==> src/rtl/image_window_scaler_if.sv <==
// Memory-fetch and VGA-pin bundle of the image window scaler.
// mem_addr is sampled by the memory when mem_en is high; mem_data answers MEM_LAT enabled ticks later.
interface image_window_scaler_if #(
    parameter int ADDR_W = 16
);
    logic [ADDR_W-1:0] mem_addr;
    logic              mem_en;
    logic [11:0]       mem_data;
    logic              hsync;
    logic              vsync;
    logic              video_on;
    logic              frame_start;
    logic [11:0]       rgb;

    modport master (
        output mem_addr, mem_en, hsync, vsync, video_on, frame_start, rgb,
        input  mem_data
    );

    modport slave (
        input  mem_addr, mem_en, hsync, vsync, video_on, frame_start, rgb,
        output mem_data
    );
endinterface

==> src/rtl/image_window_scaler.sv <==
// VGA timing generator that places an IMG_W x IMG_H image at a runtime position,
// with optional 2^SCALE_LOG2 upscale, fetching pixels from a synchronous memory.
module image_window_scaler #(
    parameter int          H_ACTIVE   = 640,
    parameter int          H_FP       = 16,
    parameter int          H_SYNC     = 96,
    parameter int          H_BP       = 48,
    parameter int          V_ACTIVE   = 480,
    parameter int          V_FP       = 10,
    parameter int          V_SYNC     = 2,
    parameter int          V_BP       = 33,
    parameter logic        SYNC_POL   = 1'b0,
    parameter int          IMG_W      = 300,
    parameter int          IMG_H      = 200,
    parameter int          SCALE_LOG2 = 0,
    parameter int          ADDR_W     = 16,
    parameter int          MEM_LAT    = 1,
    parameter logic [11:0] BORDER_RGB = 12'h000
) (
    input  logic       clk,
    input  logic       reset,
    input  logic       pix_ce,
    input  logic [9:0] pos_x,
    input  logic [9:0] pos_y,
    image_window_scaler_if.master vga
);
    localparam int H_TOTAL = H_ACTIVE + H_FP + H_SYNC + H_BP;
    localparam int V_TOTAL = V_ACTIVE + V_FP + V_SYNC + V_BP;
    localparam int S       = 1 << SCALE_LOG2;
    localparam int WIN_W   = IMG_W * S;
    localparam int WIN_H   = IMG_H * S;
    localparam int CW      = 12;
    localparam int SW      = (SCALE_LOG2 > 0) ? SCALE_LOG2 : 1;

    localparam logic [CW-1:0]     H_LAST    = CW'(H_TOTAL - 1);
    localparam logic [CW-1:0]     V_LAST    = CW'(V_TOTAL - 1);
    localparam logic [9:0]        POS_X0    = 10'((H_ACTIVE - WIN_W) / 2);
    localparam logic [9:0]        POS_Y0    = 10'((V_ACTIVE - WIN_H) / 2);
    localparam logic [ADDR_W-1:0] ROW_STEP  = ADDR_W'(IMG_W);
    localparam logic [SW-1:0]     SUB_LAST  = SW'(S - 1);

    // Flag vector bit positions carried down the pipeline.
    localparam int F_HS  = 0;
    localparam int F_VS  = 1;
    localparam int F_VON = 2;
    localparam int F_WIN = 3;
    localparam int F_FS  = 4;

    logic [CW-1:0]     h;
    logic [CW-1:0]     v;
    logic [9:0]        px;
    logic [9:0]        py;
    logic [ADDR_W-1:0] row_base;
    logic [ADDR_W-1:0] addr;
    logic [SW-1:0]     col_sub;
    logic [SW-1:0]     row_sub;
    logic              win_prev;
    logic [4:0]        dly [MEM_LAT+1];

    logic h_wrap, frame_end, active, in_win, hs_on, vs_on, fs_now;

    always_comb begin
        h_wrap    = (h == H_LAST);
        frame_end = h_wrap && (v == V_LAST);
        active    = (h < CW'(H_ACTIVE)) && (v < CW'(V_ACTIVE));
        in_win    = active
                    && (h >= CW'(px)) && (h < CW'(px) + CW'(WIN_W))
                    && (v >= CW'(py)) && (v < CW'(py) + CW'(WIN_H));
        hs_on     = (h >= CW'(H_ACTIVE + H_FP)) && (h < CW'(H_ACTIVE + H_FP + H_SYNC));
        vs_on     = (v >= CW'(V_ACTIVE + V_FP)) && (v < CW'(V_ACTIVE + V_FP + V_SYNC));
        fs_now    = (h == '0) && (v == '0);
    end

    always_ff @(posedge clk or negedge reset) begin
        if (!reset) begin
            h        <= '0;
            v        <= '0;
            px       <= POS_X0;
            py       <= POS_Y0;
            row_base <= '0;
            addr     <= '0;
            col_sub  <= '0;
            row_sub  <= '0;
            win_prev <= 1'b0;
        end else if (pix_ce) begin
            h        <= h_wrap ? '0 : h + CW'(1);
            if (h_wrap) v <= (v == V_LAST) ? '0 : v + CW'(1);
            win_prev <= in_win;

            if (in_win && !win_prev) begin
                addr    <= row_base;
                col_sub <= '0;
            end else if (in_win) begin
                // Each source pixel is repeated S times across the line.
                if (col_sub == SUB_LAST) begin
                    addr    <= addr + ADDR_W'(1);
                    col_sub <= '0;
                end else begin
                    col_sub <= col_sub + SW'(1);
                end
            end else if (win_prev) begin
                if (row_sub == SUB_LAST) begin
                    row_base <= row_base + ROW_STEP;
                    row_sub  <= '0;
                end else begin
                    row_sub  <= row_sub + SW'(1);
                end
            end

            // New position only ever applies from the next frame's first pixel.
            if (frame_end) begin
                px       <= pos_x;
                py       <= pos_y;
                row_base <= '0;
                row_sub  <= '0;
            end
        end
    end

    assign vga.mem_addr = addr;
    assign vga.mem_en   = pix_ce & reset;

    always_ff @(posedge clk or negedge reset) begin
        if (!reset) begin
            for (int i = 0; i <= MEM_LAT; i++) dly[i] <= '0;
            vga.hsync       <= ~SYNC_POL;
            vga.vsync       <= ~SYNC_POL;
            vga.video_on    <= 1'b0;
            vga.frame_start <= 1'b0;
            vga.rgb         <= '0;
        end else if (pix_ce) begin
            dly[0] <= {fs_now, in_win, active, vs_on, hs_on};
            for (int i = 1; i <= MEM_LAT; i++) dly[i] <= dly[i-1];
            vga.hsync       <= dly[MEM_LAT][F_HS] ? SYNC_POL : ~SYNC_POL;
            vga.vsync       <= dly[MEM_LAT][F_VS] ? SYNC_POL : ~SYNC_POL;
            vga.video_on    <= dly[MEM_LAT][F_VON];
            vga.frame_start <= dly[MEM_LAT][F_FS];
            vga.rgb         <= dly[MEM_LAT][F_VON]
                               ? (dly[MEM_LAT][F_WIN] ? vga.mem_data : BORDER_RGB)
                               : 12'h000;
        end
    end
endmodule
==> src/flat_wrapper.sv <==
// flat-port wrapper written by rule: the top's interface ports become plain ports
module image_window_scaler_flat 
#(
    parameter int          H_ACTIVE   = 640,
    parameter int          H_FP       = 16,
    parameter int          H_SYNC     = 96,
    parameter int          H_BP       = 48,
    parameter int          V_ACTIVE   = 480,
    parameter int          V_FP       = 10,
    parameter int          V_SYNC     = 2,
    parameter int          V_BP       = 33,
    parameter logic        SYNC_POL   = 1'b0,
    parameter int          IMG_W      = 300,
    parameter int          IMG_H      = 200,
    parameter int          SCALE_LOG2 = 0,
    parameter int          ADDR_W     = 16,
    parameter int          MEM_LAT    = 1,
    parameter logic [11:0] BORDER_RGB = 12'h000
)
  (clk, reset, pix_ce, pos_x, pos_y, vga_mem_addr, vga_mem_en, vga_hsync, vga_vsync, vga_video_on, vga_frame_start, vga_rgb, vga_mem_data);
  image_window_scaler_if #(.ADDR_W(ADDR_W)) vga_i ();
  input  logic clk;
  input  logic reset;
  input  logic pix_ce;
  input  logic [9:0] pos_x;
  input  logic [9:0] pos_y;
  output wire logic [$bits(vga_i.mem_addr)-1:0] vga_mem_addr;
  output wire logic [$bits(vga_i.mem_en)-1:0] vga_mem_en;
  output wire logic [$bits(vga_i.hsync)-1:0] vga_hsync;
  output wire logic [$bits(vga_i.vsync)-1:0] vga_vsync;
  output wire logic [$bits(vga_i.video_on)-1:0] vga_video_on;
  output wire logic [$bits(vga_i.frame_start)-1:0] vga_frame_start;
  output wire logic [$bits(vga_i.rgb)-1:0] vga_rgb;
  input wire logic [$bits(vga_i.mem_data)-1:0] vga_mem_data;
  assign vga_mem_addr = vga_i.mem_addr;
  assign vga_mem_en = vga_i.mem_en;
  assign vga_hsync = vga_i.hsync;
  assign vga_vsync = vga_i.vsync;
  assign vga_video_on = vga_i.video_on;
  assign vga_frame_start = vga_i.frame_start;
  assign vga_rgb = vga_i.rgb;
  assign vga_i.mem_data = vga_mem_data;
  image_window_scaler #(.H_ACTIVE(H_ACTIVE), .H_FP(H_FP), .H_SYNC(H_SYNC), .H_BP(H_BP), .V_ACTIVE(V_ACTIVE), .V_FP(V_FP), .V_SYNC(V_SYNC), .V_BP(V_BP), .SYNC_POL(SYNC_POL), .IMG_W(IMG_W), .IMG_H(IMG_H), .SCALE_LOG2(SCALE_LOG2), .ADDR_W(ADDR_W), .MEM_LAT(MEM_LAT), .BORDER_RGB(BORDER_RGB)) u_core (.clk(clk), .reset(reset), .pix_ce(pix_ce), .pos_x(pos_x), .pos_y(pos_y), .vga(vga_i));
endmodule
==> config.mk <==
export PLATFORM = sky130hd
export DESIGN_NAME = image_window_scaler_flat
export DESIGN_NICKNAME = d
export VERILOG_FILES = /design/src/rtl/image_window_scaler_if.sv /design/src/rtl/image_window_scaler.sv /design/src/flat_wrapper.sv
export SDC_FILE = /design/constraint.sdc
export NUM_CORES = 1
export LEC_CHECK = 0
export CORE_ASPECT_RATIO = 1.5
export CORE_UTILIZATION = 40
export DETAILED_ROUTE_END_ITERATION = 16
export SLEW_MARGIN = 25
export SYNTH_ARGS = -nofsm -noshare
export SYNTH_HDL_FRONTEND = slang
export SYNTH_SLANG_ARGS = --single-unit
==> constraint.sdc <==
create_clock -name clk -period 5.7 [get_ports clk]
set_input_delay 1.71 -clock clk [delete_from_list [all_inputs] [get_ports clk]]
set_output_delay 1.71 -clock clk [all_outputs]
set_load 0.005 [all_outputs]
==> After elaboration in Yosys (flattened, before gate mapping) <==
Cells that the tools add are included.
{ "classes": {"add_sub_neg": 8, "magnitude_cmp": 10, "eq_ne": 6, "mux": 22, "bitwise": 1, "reduce_logical": 21} }
{ "ops": {"columns": ["op", "n"], "rows": [
  ["two-way mux 16 bit", 8],
  ["two-way mux 12 bit", 4],
  ["adder 12 x 1 -> 12 bit, second input constant", 2],
  ["== test 12 x 10 -> 1 bit, second input constant", 2],
  [">= comparator 12 x 10 -> 1 bit", 2],
  ["logical NOT 12 bit", 2],
  ["< comparator 12 x 10 -> 1 bit, second input constant", 2],
  ["< comparator 12 bit", 2],
  ["< comparator 12 x 9 -> 1 bit, second input constant", 2],
  ["adder 16 x 1 -> 16 bit, second input constant", 1],
  ["adder 16 x 9 -> 16 bit, second input constant", 1],
  [">= comparator 12 x 10 -> 1 bit, second input constant", 1],
  [">= comparator 12 x 9 -> 1 bit, second input constant", 1],
  ["adder 10 x 8 -> 11 bit, second input constant", 1],
  ["adder 10 x 9 -> 11 bit, second input constant", 1],
  ["logical AND 1 bit", 10],
  ["two-way mux 1 bit", 10],
  ["AND reduction 2 bit", 3],
  ["AND reduction 5 bit", 1],
  ["inequality test 2 x 1 -> 1 bit, second input constant", 2],
  ["inequality test 2 bit, second input constant", 2],
  ["AND reduction 4 bit", 1],
  ["nonzero test 2 bit", 2],
  ["AND reduction 3 bit", 1],
  ["other kinds (3)", 4]
]} }
{ "word_totals": {"regBits": 105, "inputBits": 35, "output_inout_bits": 33, "wordCells": 84} }

==> Depth between registers and ports, before layout <==
{ "depth": {"depth_word": 9, "depth_mapped": 16, "ltp_nobuf": 14} }

==> Worst setup path before layout <==
No wires, ideal clock.
{ "synth_timing": {"kind": "input -> output", "from": "in pix_ce", "to": "out vga_mem_en", "t_arrival_ps": 2693, "required_ps": 3990, "slack_ps": 1297, "path_stages": 4, "path_buffers": 3, "cell_sequence": "clkbuf_1 clkbuf_1 clkbuf_1 and2_1"} }
{ "synth_via": {"elab_chain_len": 1} }
{ "synth_rtl": {"columns": ["element", "line_no", "source"], "rows": [
  ["start: declaration", "flat_wrapper.sv:24", "input logic pix_ce;"],
  ["bitwise AND 1 bit", "image_window_scaler.sv:121", "assign vga.mem_en = pix_ce & reset;"],
  ["end: declaration", "flat_wrapper.sv:28", "output wire logic [$bits(vga_i.mem_en)-1:0] vga_mem_en;"]
]} }
Every way passes these cells.

==> Worst setup path after layout <==
Same ends and word-level chain as after synthesis.

==> flow_summary.yaml <==
logic_synthesis:
  yosys-top-cells-area: "dfrtp_1 (39%), ha_1 (9.7%), nand2_1 (4.4%)"
  seq_area_frac_synth_pct: 43.11
  ys.flop_type: "dfrtp_1"
  yosysMostFrequentCell: "dfrtp_1"
  avgSynthCellArea_sq_um: 9.558
  synth_edf_count: 0
  synth_top_area_share_pct: 39.06
  postSynthCellCount: 610
  syn_area_sq_um: 5831
  async_flop_share_pct: 100.0
  syn-num-nets: 690
  ys_ff_latch: 100
  synth_common_cells: "dfrtp_1 (91), nand2_1 (68), o21ai_0 (46)"
  yosysTopAreaCell: "dfrtp_1"
  ys_types: 61
  yosysWarnings: 0
drt:
  drt_pass1_iterations: 4
  wl_per_cell_microns: 15.34
  avgViaCountPerCell: 5.420
  drtIter0Drc: 147
  route.detailed.drc: 0
  ant_nets: 0
  totalWireLength_microns: 13270
  vias: 4688
die:
  die_h_microns: 149.9
  boundaryPins: 68
  coreArea_sq_um: 14120
  fp-row-count: 53
  die_area_sq_um: 15070
  start_util_pct: 41.28
  die_w_microns: 100.6
clock_network:
  clockRootBuffer: "clkbuf_16"
  clkTransAtPathRegs_ps: 70
  hold_buffers: 0
  clock_sinks: 100
  htree_levels: 3
  cts_tree: "done"
  clk_latency_ps: 350
  postCtsSetupBuffers: 0
  cts_buffers: 9
  cts_resized: 0
  clock_path_buffers: 2
cells_and_area:
  final-instance-count-excl-fill: 865
  drive_gt1_share_pct: 9.658
  diodes: 0
  synthToLayoutAreaGrowth_pct: 19.12
  post-route-util_pct: 49.17
  nets: 748
critical_path:
  required_ps: 3990
  path_common_cell: "clkdlybuf4s50_1"
  cp_slowest_cell: "clkdlybuf4s50_1"
  endpoint_kind: "output port"
  path_cells: "clkdlybuf4s50_1 -> and2_1 -> clkdlybuf4s50_1"
  critical_path_class: "in2out"
  start_kind: "input port"
  worstPathArrival_ps: 2910
  path_max_fanout: 2
  cp_slowest_stage_delay_ps: 530
timing:
  slew_violations: 0
  fin_tns_setup_ps: 0
  rsz0062_at_grt: "no"
  setup_viol: 0
  min_period_over_period_pct: 81.04
  final_hold_viol_count: 0
  min_period_ps: 4619
  fmax_mhz: 216.5
  post-route-worst-setup-slack_ps: 1081
  slew_headroom_pct: 46.93
  worst_pin_slew_ps: 795.1
  fin_worst_skew_ps: 9.141
global_routing:
  gr-usage-all-layers_pct: 18.41
  grt_pass1_vias: 4641
  grt_pass1_wl_microns: 21770
  grt_max_degree: 57
  antenna_found_initial: 0
  grt-ovfl-total: 0
outcome:
  status: "finished clean"
power:
  p_leak_nw: 3.121
  powerDensity_nw_per_um2: 235.6
  ir_worst_vdd_v: 0.0001460
  power_mw: 1.636
place:
  placement.io_buffers: 67
  place_inst: 849
  hpwl_microns: 9698
  gp_congestion: 0.8308
  pre_cts_slack_ps: 1066
flow_run:
  cap_viol_max_count: 0
min_path:
  worstHoldPathType: "reg2reg"
## through the flow
| step | instance area [sq um] | hold WS (ps) |
|---|---|---|
| after floorplan | 5831 | 387.0 |
| after global placement | 6644 | 411.6 |
| after detailed placement | 6644 | 419.9 |
| after CTS | 6945 | 430.5 |
| after global routing | 6945 | 456.5 |
| final | 6945 | 422.8 |
## per-layer routing
layer  global-route usage (%)  vias to the layer above  wire length [microns]
li1                         -                     2309                      -
met1                    20.61                     2279                   5629
met2                    33.84                       78                   6924
met3                    2.943                       22                    391
met4                    8.261                        0                    319
met5                        0                        -                      0
## state kept, by name (all words and copies together), names as in the netlist
register / flops
u_core.dly: 10
u_core.h: 12
u_core.px: 10
u_core.py: 10
u_core.row_base: 14
u_core.v: 12
u_core.vga.frame_start: 1
u_core.vga.hsync: 1
u_core.vga.mem_addr: 16
u_core.vga.rgb: 12
u_core.vga.video_on: 1
u_core.vga.vsync: 1
## worst max-delay path: cells and delay by family
kind / cells / cell delay [ps]
buffers and inverters: 2 / 1000
and+or+nand+nor: 1 / 200
## final cells by class
cell class                 instances  area, sq um
clock inverter                     6        72.57
multi-input combinational        448         3045
sequential                       100         2514
tap                              192        240.2
timing repair buffer              72        705.7
inverter                          37        138.9
fill                            1362         7179
clock buffer                      10        229.0
## placed cells by master (no fill, tap or decap), types with 11 or more instances in the layout
cell / synthesis / routed
o22ai_1: 11 / 11
a21oi_1: 35 / 35
nand4_1: 19 / 19
a22o_1: 15 / 15
nor2_1: 22 / 22
and3_1: 11 / 11
dfrtp_1: 91 / 91
o21ai_0: 46 / 46
a21oi_2: 12 / 12
inv_1: 37 / 37
ha_1: 45 / 45
nand2_1: 68 / 68
xnor2_1: 23 / 23
clkdlybuf4s50_1: 0 / 66
nand3_1: 27 / 27
## path summary, 6_finish.rpt
check	start	endpoint	slack (ps)	cells after the start
min	u_core.dly[0]	u_core.vga.hsync	420	1
min reg2reg	u_core.dly[0]	u_core.vga.hsync	420	1
max	pix_ce	vga_mem_en	1080	3
max reg2reg	u_core.px[3]	u_core.row_base[4]	2100	13
min in group asynchronous	reset	u_core.vga.mem_addr[14]	1530	2
max in group asynchronous	reset	u_core.vga.rgb[7]	3120	3
## report_power, final
group	switching [mW]	internal [mW]	total [mW]	leakage, nW
registers	0.0508	0.741	0.792	1.28
clock network	0.283	0.345	0.629	0.137
logic	0.109	0.107	0.216	1.71
## cell families (layout without fill, tap and decap cells)
group,after synthesis,count (layout),share of synthesized area (%)
adders and majority gates,45,45,9.657
buffers and inverters,62,125,4.742
AOI/OAI and AO/OA,155,155,17.15
DFF,100,100,43.11
muxes,12,12,2.232
and+or+nand+nor,206,206,18.61
xor gates and xnor gates,30,30,4.506
Power figures use the tool's default switching activity.
